File: config.mk
export PLATFORM = sky130hd
export DESIGN_NAME = uart_mem_arbiter_flat
export DESIGN_NICKNAME = d
export VERILOG_FILES = /design/src/rtl/uart_mem_arbiter_if.sv /design/src/rtl/uart_mem_arbiter.sv /design/src/flat_wrapper.sv
export SDC_FILE = /design/constraint.sdc
export NUM_CORES = 1
export LEC_CHECK = 0
export ABC_AREA = 1
export BUFFER_PORTS_ARGS = -buffer_cell sky130_fd_sc_hd__clkbuf_2
export CORE_MARGIN = 8
export CORE_UTILIZATION = 41
export CTS_BUF_LIST = sky130_fd_sc_hd__clkbuf_16
export DETAILED_ROUTE_END_ITERATION = 10
export PLACE_DENSITY = 0.79
export SLEW_MARGIN = 10
export SYNTH_ARGS = -nofsm -noshare
export SYNTH_HDL_FRONTEND = slang
export SYNTH_SLANG_ARGS = --single-unit
export TNS_END_PERCENT = 20
File: constraint.sdc
create_clock -name clk -period 1.37 [get_ports clk]
set_input_delay 0.137 -clock clk [delete_from_list [all_inputs] [get_ports clk]]
set_output_delay 0.137 -clock clk [all_outputs]
set_load 0.1 [all_outputs]
File: src/rtl/uart_mem_arbiter_if.sv
// Bundle for uart_mem_arbiter: per-requester handshake fields plus the shared downstream uart_mem port.
// The arbiter uses the slave view; the requesters and the uart_mem model together use the master view.
interface uart_mem_arbiter_if #(
    parameter int NUM_REQ = 2,
    parameter int ADDR_W  = 3,
    parameter int DATA_W  = 8
);
    logic [NUM_REQ-1:0]        req_enable;
    logic [NUM_REQ-1:0]        req_wr_en;
    logic [NUM_REQ*ADDR_W-1:0] req_addr;
    logic [NUM_REQ*DATA_W-1:0] req_i_data;
    logic [NUM_REQ-1:0]        req_ready;
    logic [DATA_W-1:0]         req_o_data;
    logic [NUM_REQ-1:0]        grant;

    logic                      m_enable;
    logic                      m_wr_en;
    logic [ADDR_W-1:0]         m_addr;
    logic [DATA_W-1:0]         m_i_data;
    logic                      m_ready;
    logic [DATA_W-1:0]         m_o_data;

    logic                      timeout_err;

    modport slave (
        input  req_enable, req_wr_en, req_addr, req_i_data, m_ready, m_o_data,
        output req_ready, req_o_data, grant, m_enable, m_wr_en, m_addr, m_i_data, timeout_err
    );

    modport master (
        output req_enable, req_wr_en, req_addr, req_i_data, m_ready, m_o_data,
        input  req_ready, req_o_data, grant, m_enable, m_wr_en, m_addr, m_i_data, timeout_err
    );
endinterface

File: src/rtl/uart_mem_arbiter.sv
// Round-robin share of one uart_mem register port: m_enable 1 cycle after request, one transaction per grant,
// grant held until the owner drops enable. UART_ARB_TIMEOUT_EN adds a ready timeout with sticky timeout_err.
module uart_mem_arbiter #(
    parameter int NUM_REQ     = 2,
    parameter int ADDR_W      = 3,
    parameter int DATA_W      = 8,
    parameter int TIMEOUT_CYC = 4096
) (
    input logic               clk,
    input logic               rst,
    uart_mem_arbiter_if.slave bus
);
    localparam int IDX_W = $clog2(NUM_REQ);
    localparam int SCN_W = IDX_W + 1;

    if (NUM_REQ < 2 || NUM_REQ > 4 || TIMEOUT_CYC < 2 || TIMEOUT_CYC > 65536) begin : g_bad_cfg
        $error("uart_mem_arbiter: unsupported NUM_REQ or TIMEOUT_CYC");
    end

    typedef enum logic [1:0] {IDLE, ACCESS, RELEASE} state_t;

    state_t              state_q, state_d;
    logic [IDX_W-1:0]    rr_ptr_q, rr_ptr_d;
    logic [IDX_W-1:0]    gidx_q, gidx_d;
    logic [NUM_REQ-1:0]  grant_q, grant_d;
    logic [NUM_REQ-1:0]  req_ready_q, req_ready_d;
    logic [DATA_W-1:0]   req_o_data_q, req_o_data_d;
    logic                m_enable_q, m_enable_d;
    logic                m_wr_en_q, m_wr_en_d;
    logic [ADDR_W-1:0]   m_addr_q, m_addr_d;
    logic [DATA_W-1:0]   m_i_data_q, m_i_data_d;

    logic                win;
    logic [IDX_W-1:0]    win_idx;
    logic [SCN_W-1:0]    scan_idx;
    logic                done;
    logic [DATA_W-1:0]   rdat;

`ifdef UART_ARB_TIMEOUT_EN
    localparam logic [15:0] TO_LAST = 16'(TIMEOUT_CYC - 1);
    logic [15:0] cnt_q, cnt_d;
    logic        terr_q, terr_d;
`endif

    // First asserted request at or after rr_ptr, wrapping modulo NUM_REQ.
    always_comb begin
        win      = 1'b0;
        win_idx  = '0;
        scan_idx = '0;
        for (int k = 0; k < NUM_REQ; k++) begin
            scan_idx = {1'b0, rr_ptr_q} + SCN_W'(k);
            if (scan_idx >= SCN_W'(NUM_REQ)) begin
                scan_idx = scan_idx - SCN_W'(NUM_REQ);
            end
            if (!win && bus.req_enable[scan_idx[IDX_W-1:0]]) begin
                win     = 1'b1;
                win_idx = scan_idx[IDX_W-1:0];
            end
        end
    end

    always_comb begin
        state_d      = state_q;
        rr_ptr_d     = rr_ptr_q;
        gidx_d       = gidx_q;
        grant_d      = grant_q;
        req_ready_d  = '0;
        req_o_data_d = req_o_data_q;
        m_enable_d   = m_enable_q;
        m_wr_en_d    = m_wr_en_q;
        m_addr_d     = m_addr_q;
        m_i_data_d   = m_i_data_q;
        done         = 1'b0;
        rdat         = bus.m_o_data;
`ifdef UART_ARB_TIMEOUT_EN
        cnt_d        = cnt_q;
        terr_d       = terr_q;
`endif
        case (state_q)
            IDLE: begin
                if (win) begin
                    gidx_d           = win_idx;
                    grant_d          = '0;
                    grant_d[win_idx] = 1'b1;
                    m_enable_d       = 1'b1;
                    m_wr_en_d        = bus.req_wr_en[win_idx];
                    m_addr_d         = bus.req_addr[win_idx*ADDR_W +: ADDR_W];
                    m_i_data_d       = bus.req_i_data[win_idx*DATA_W +: DATA_W];
                    rr_ptr_d         = (win_idx == IDX_W'(NUM_REQ - 1)) ? '0 : win_idx + 1'b1;
                    state_d          = ACCESS;
`ifdef UART_ARB_TIMEOUT_EN
                    cnt_d            = '0;
`endif
                end
            end
            ACCESS: begin
                if (bus.m_ready) done = 1'b1;
`ifdef UART_ARB_TIMEOUT_EN
                else if (cnt_q == TO_LAST) begin
                    done   = 1'b1;
                    rdat   = '1;
                    terr_d = 1'b1;
                end
                else cnt_d = cnt_q + 16'd1;
`endif
                // The downstream access always completes; an abandoned request only loses its ready pulse.
                if (done) begin
                    m_enable_d   = 1'b0;
                    m_wr_en_d    = 1'b0;
                    req_o_data_d = rdat;
                    if (bus.req_enable[gidx_q]) begin
                        req_ready_d[gidx_q] = 1'b1;
                        state_d             = RELEASE;
                    end else begin
                        grant_d = '0;
                        state_d = IDLE;
                    end
                end
            end
            RELEASE: begin
                if (!bus.req_enable[gidx_q]) begin
                    grant_d = '0;
                    state_d = IDLE;
                end
            end
            default: state_d = IDLE;
        endcase
    end

    always_ff @(posedge clk or posedge rst) begin
        if (rst) begin
            state_q      <= IDLE;
            rr_ptr_q     <= '0;
            gidx_q       <= '0;
            grant_q      <= '0;
            req_ready_q  <= '0;
            req_o_data_q <= '0;
            m_enable_q   <= 1'b0;
            m_wr_en_q    <= 1'b0;
            m_addr_q     <= '0;
            m_i_data_q   <= '0;
        end else begin
            state_q      <= state_d;
            rr_ptr_q     <= rr_ptr_d;
            gidx_q       <= gidx_d;
            grant_q      <= grant_d;
            req_ready_q  <= req_ready_d;
            req_o_data_q <= req_o_data_d;
            m_enable_q   <= m_enable_d;
            m_wr_en_q    <= m_wr_en_d;
            m_addr_q     <= m_addr_d;
            m_i_data_q   <= m_i_data_d;
        end
    end

`ifdef UART_ARB_TIMEOUT_EN
    always_ff @(posedge clk or posedge rst) begin
        if (rst) begin
            cnt_q  <= '0;
            terr_q <= 1'b0;
        end else begin
            cnt_q  <= cnt_d;
            terr_q <= terr_d;
        end
    end
    assign bus.timeout_err = terr_q;
`else
    assign bus.timeout_err = 1'b0;
`endif

    assign bus.grant      = grant_q;
    assign bus.req_ready  = req_ready_q;
    assign bus.req_o_data = req_o_data_q;
    assign bus.m_enable   = m_enable_q;
    assign bus.m_wr_en    = m_wr_en_q;
    assign bus.m_addr     = m_addr_q;
    assign bus.m_i_data   = m_i_data_q;
endmodule

File: src/flat_wrapper.sv
// flat-port wrapper written by rule: the top's interface ports become plain ports
module uart_mem_arbiter_flat 
#(
    parameter int NUM_REQ     = 2,
    parameter int ADDR_W      = 3,
    parameter int DATA_W      = 8,
    parameter int TIMEOUT_CYC = 4096
)
  (clk, rst, bus_req_enable, bus_req_wr_en, bus_req_addr, bus_req_i_data, bus_m_ready, bus_m_o_data, bus_req_ready, bus_req_o_data, bus_grant, bus_m_enable, bus_m_wr_en, bus_m_addr, bus_m_i_data, bus_timeout_err);
  uart_mem_arbiter_if #(.NUM_REQ(NUM_REQ), .ADDR_W(ADDR_W), .DATA_W(DATA_W)) bus_i ();
  input logic clk;
  input logic rst;
  input wire logic [$bits(bus_i.req_enable)-1:0] bus_req_enable;
  input wire logic [$bits(bus_i.req_wr_en)-1:0] bus_req_wr_en;
  input wire logic [$bits(bus_i.req_addr)-1:0] bus_req_addr;
  input wire logic [$bits(bus_i.req_i_data)-1:0] bus_req_i_data;
  input wire logic [$bits(bus_i.m_ready)-1:0] bus_m_ready;
  input wire logic [$bits(bus_i.m_o_data)-1:0] bus_m_o_data;
  output wire logic [$bits(bus_i.req_ready)-1:0] bus_req_ready;
  output wire logic [$bits(bus_i.req_o_data)-1:0] bus_req_o_data;
  output wire logic [$bits(bus_i.grant)-1:0] bus_grant;
  output wire logic [$bits(bus_i.m_enable)-1:0] bus_m_enable;
  output wire logic [$bits(bus_i.m_wr_en)-1:0] bus_m_wr_en;
  output wire logic [$bits(bus_i.m_addr)-1:0] bus_m_addr;
  output wire logic [$bits(bus_i.m_i_data)-1:0] bus_m_i_data;
  output wire logic [$bits(bus_i.timeout_err)-1:0] bus_timeout_err;
  assign bus_i.req_enable = bus_req_enable;
  assign bus_i.req_wr_en = bus_req_wr_en;
  assign bus_i.req_addr = bus_req_addr;
  assign bus_i.req_i_data = bus_req_i_data;
  assign bus_i.m_ready = bus_m_ready;
  assign bus_i.m_o_data = bus_m_o_data;
  assign bus_req_ready = bus_i.req_ready;
  assign bus_req_o_data = bus_i.req_o_data;
  assign bus_grant = bus_i.grant;
  assign bus_m_enable = bus_i.m_enable;
  assign bus_m_wr_en = bus_i.m_wr_en;
  assign bus_m_addr = bus_i.m_addr;
  assign bus_m_i_data = bus_i.m_i_data;
  assign bus_timeout_err = bus_i.timeout_err;
  uart_mem_arbiter #(.NUM_REQ(NUM_REQ), .ADDR_W(ADDR_W), .DATA_W(DATA_W), .TIMEOUT_CYC(TIMEOUT_CYC)) u_core (.clk(clk), .rst(rst), .bus(bus_i));
endmodule
# After elaboration in Yosys (flattened, before gate mapping)
# Cells that the tools add are included.
# totals
reg_bits,29
inputBits,37
output_inout_bits,26
# op_classes
add_sub_neg,4
n_mul,1
n_lt_le_gt_ge,8
eq_ne,5
n_shift,2
muxes,38
reduce_logical,12
# ops
cell,n
$mux 1,22
$mux 2,10
$shiftx 16x5->8,1
$pmux 2 s3,2
$reduce_and 3->1,3
$lt 1x2->1 const B,4
$shiftx 6x4->3,1
$ne 2x1->1 const B,2
$pmux 1 s2,2
$reduce_and 2->1,2
$logic_and 1x1->1,3
$mul 1x2->3 const B,1
$reduce_bool 3->1,1
$add 1x1->2 const B,1
$demux 1 s1,2
$eq 2x1->1 const B,1
$eq 2x2->1 const B,1
$ge 1x1->1 const B,2
$ge 1x2->1 const B,1
$ge 2x2->1 const B,1
$logic_not 2->1,1
$ne 2x2->1 const B,1
$reduce_bool 2->1,1
$sub 1x1->1 const B,2
other kinds (2),2

# Logic depth before layout (Yosys ltp)
# logic_depth
ltp_word,14
mapped_depth,8
ltp_nobuf,8

# Worst setup path before layout
# No wires, ideal clock.
# synth_path
path_kind,reg-to-reg
start,register u_core.state_q[0]
end,"register u_core.grant_q[0], in the netlist u_core.bus.grant[0]"
setup_time_ns,0.122
arrival_time_ns,1.198
setup_slack_ns,0.050
path_stages_with_launch,8
path_buffers,0
path_cell_list,dfrtp_1 > inv_1 > ha_1 > or2_0 > nand2_1 > nand2_1 > nand2_1 > nand2_1
# synth_between
elab_chain_len,3
word_cells_on_any_way,8
# synth_lines
element,line_no,rtl
"start, declared",uart_mem_arbiter.sv:22,"state_t state_q, state_d;"
"start signal, assigned",uart_mem_arbiter.sv:143,state_q <= state_d;
"$eq 2x1->1, or another cell as far along",uart_mem_arbiter.sv:79,case (state_q)
$ne 2x1->1 (no line) or $reduce_bool 3->1 (tied branches),-,
$reduce_and 3->1 (no line),-,
"end signal, assigned",uart_mem_arbiter.sv:146,grant_q <= grant_d;
"end, declared",uart_mem_arbiter.sv:25,"logic [NUM_REQ-1:0] grant_q, grant_d;"
# Several ways; a longest one is shown, not always the timed one.
# A chain may end at the register's enable or synchronous reset.

# Worst setup path in the final report
# layout_path
start,register u_core.state_q[0]
end,"register u_core.grant_q[1], in the netlist u_core.bus.grant[1]"
# Same word-level chain as after synthesis.

==> metrics.txt <==
Core Rows 20; Most used DFF post-synth dfrtp_1; Final setup violation count 0; crit path buf inv count 1; Setup WS pre-CTS -0.0588 ns; top layer in use met4; GPL Wtd Cong 0.823; Area growth syn-to-layout 44.4%; Die Span Y 73.0 um; # IOs 63; clock sinks 29; largest net degree at the start of global routing 13; asr flop ratio synth 100%; CTS Buf Count 5; Layout Nets 261; Initial Util 43.3%; status complete, no violations; flops & latches, synth 29; commonest non-fill, non-tap cell in the layout clkbuf_2; Vias 1187; CTS tree done; max incr delay on CP 0.43 ns; wire length on met2 1410 um; Layout Skew 0.00206 ns; measured slew at the worst slew-check pin 0.550 ns; Core Util, Final 62.5%; all-layer global routing usage 13.1%; critical path arrival 1.52 ns; critical-path maximum fanout 3; die area 5330 um2; WL final 3230 um; Max Clk Rate 0.733 GHz; dpl cells 256; DP HPWL 2640 um; max_cap viols 0; Chip Width 73.0 um; initial antenna violation count 0; cell breakdown of the critical path inv_2 > ha_4 > or2_0 > nand2_2 > nand2_2 > nand2_2 > nand2_1; Antenna Cells 0; Slowest-stage cell, CP dfrtp_2; fin cells 266; H-Tree Depth 2; fin crit period 1.36 ns; crit path launch type flop; Hold Path Class primary input to flop; M1 WL 1340 um; IO buf count 61; WHS 0.0724 ns; Remaining DRCs 0; Ys Warns 0; Longest Clk Path Bufs 2; clk_lat worst skew 0.27 ns; post-route ant nets 0; Rel. slew slack 63.5%; Reg clk slew, reported paths 0.05 ns; global-route wire length before repair 5380 um; cell count after synthesis 148; critical path required time 1.53 ns; Worst Path Class, Setup flop to flop; Final Hold Viols 0; metal3 WL 416 um; Cell Area, Synth 1330 um2; setup ws final 0.00559 ns; syn_area_per_cell 9.00 um2; Largest delay share family, worst path simple AND/OR/NAND/NOR gates; CP dominant cell by count nand2_2; most frequent cells in the layout clkbuf_2, nand2_1, dfrtp_1; layout cell share with drive strength beyond 1 45.0%; sequential element share of the synthesized area 54.5%; Max Slew Vio Count 0; vias in the first global route 1231; CTS root buffer clkbuf_16; Syn Nets 188; RSZ-0062 raised after global routing true; DR WL/cell 12.1 um; initial DRC count 29; Pre-antenna DRT Iters 2; crit end category flop; core box area 3080 um2; synth unique cells 20; total grt overflow 0; Tcrit/Tclk final 99.6%; DR vias/cell 4.46; EDFF count, synth 0
state kept, by name (all words and copies together) (netlist names):
signal	flops
u_core.bus.m_wr_en	1
u_core.bus.m_i_data	8
u_core.gidx_q	1
u_core.bus.m_enable	1
u_core.bus.req_o_data	8
u_core.bus.req_ready	2
u_core.bus.grant	2
u_core.rr_ptr_q	1
u_core.bus.m_addr	3
u_core.state_q	2
logic make-up (layout without fill, tap and decap cells):
group | count (synthesis) | in the layout | share of synthesized area, %
AND/OR/NAND/NOR | 85 | 85 | 26.7
flip-flops | 29 | 29 | 54.5
buffers and inverters | 16 | 90 | 5.82
multiplexers | 8 | 8 | 6.76
AO/OA/AOI/OAI | 6 | 6 | 3.19
adder cells (fa/ha/maj) | 3 | 3 | 2.82
other | 1 | 1 | 0.281
metal layers:
metal	vias up	track usage, %
li1	611	-
met1	519	14.0
met2	52	19.9
met3	5	7.14
met4	0	8.00
met5	-	0
final timing paths:
check	slack, ns	start	depth (start not counted)	endpoint
min	0.07	bus_req_i_data[0]	3	u_core.bus.m_i_data[0]
max reg2reg	0.006	u_core.state_q[0]	7	u_core.bus.grant[1]
max in group asynchronous	0.48	rst	4	u_core.state_q[0]
min reg2reg	0.47	u_core.bus.m_wr_en	2	u_core.bus.m_wr_en
max	0.006	u_core.state_q[0]	7	u_core.bus.grant[1]
min in group asynchronous	0.39	rst	3	u_core.bus.req_o_data[6]
area by class of cell:
cell class              count  area, um2
clock buffers               5        125
clock inverters             3       12.5
fillers                   285       1150
inverters                  12       45.0
multi-input cells         103        564
flip-flops and latches     29        727
well taps                  44       55.1
repair buffers             70        395
synthesized netlist by cell type (2+ instances only):
cell type | count | area [um2]
nand3_1 | 17 | 85.1
a21oi_1 | 2 | 10.0
ha_1 | 3 | 37.5
inv_2 | 2 | 7.51
buf_2 | 2 | 10.0
dfrtp_1 | 29 | 726
nor2_1 | 6 | 22.5
inv_1 | 10 | 37.5
o21bai_1 | 2 | 15.0
nand2_1 | 58 | 218
mux2_2 | 8 | 90.1
through the flow:
stage               instance area [um2]  setup TNS [ns]
detailed placement                 1730          -0.509
global placement                   1730         -0.0104
global route                       1920          -0.203
finish                             1920               0
floorplan                          1330               0
CTS                                1890         -0.0231
worst register-to-register path, stage by stage, from the launching register on:
cell     delay [ns]
dfrtp_2        0.43
inv_2          0.09
ha_4           0.21
or2_0          0.24
nand2_2        0.10
nand2_2        0.07
nand2_2        0.08
nand2_1        0.04
repair_timing:
item,4_1_cts,5_1_grt
endpoints found under the hold margin,10,0
resized for setup,3,9
pin swaps,2,6
hold buffers,1,0
setup endpoints to repair,15,19
buffers inserted,0,1
Power is not shown: default switching activity piles up to over one toggle a cycle in this logic, so the estimate is an artifact.
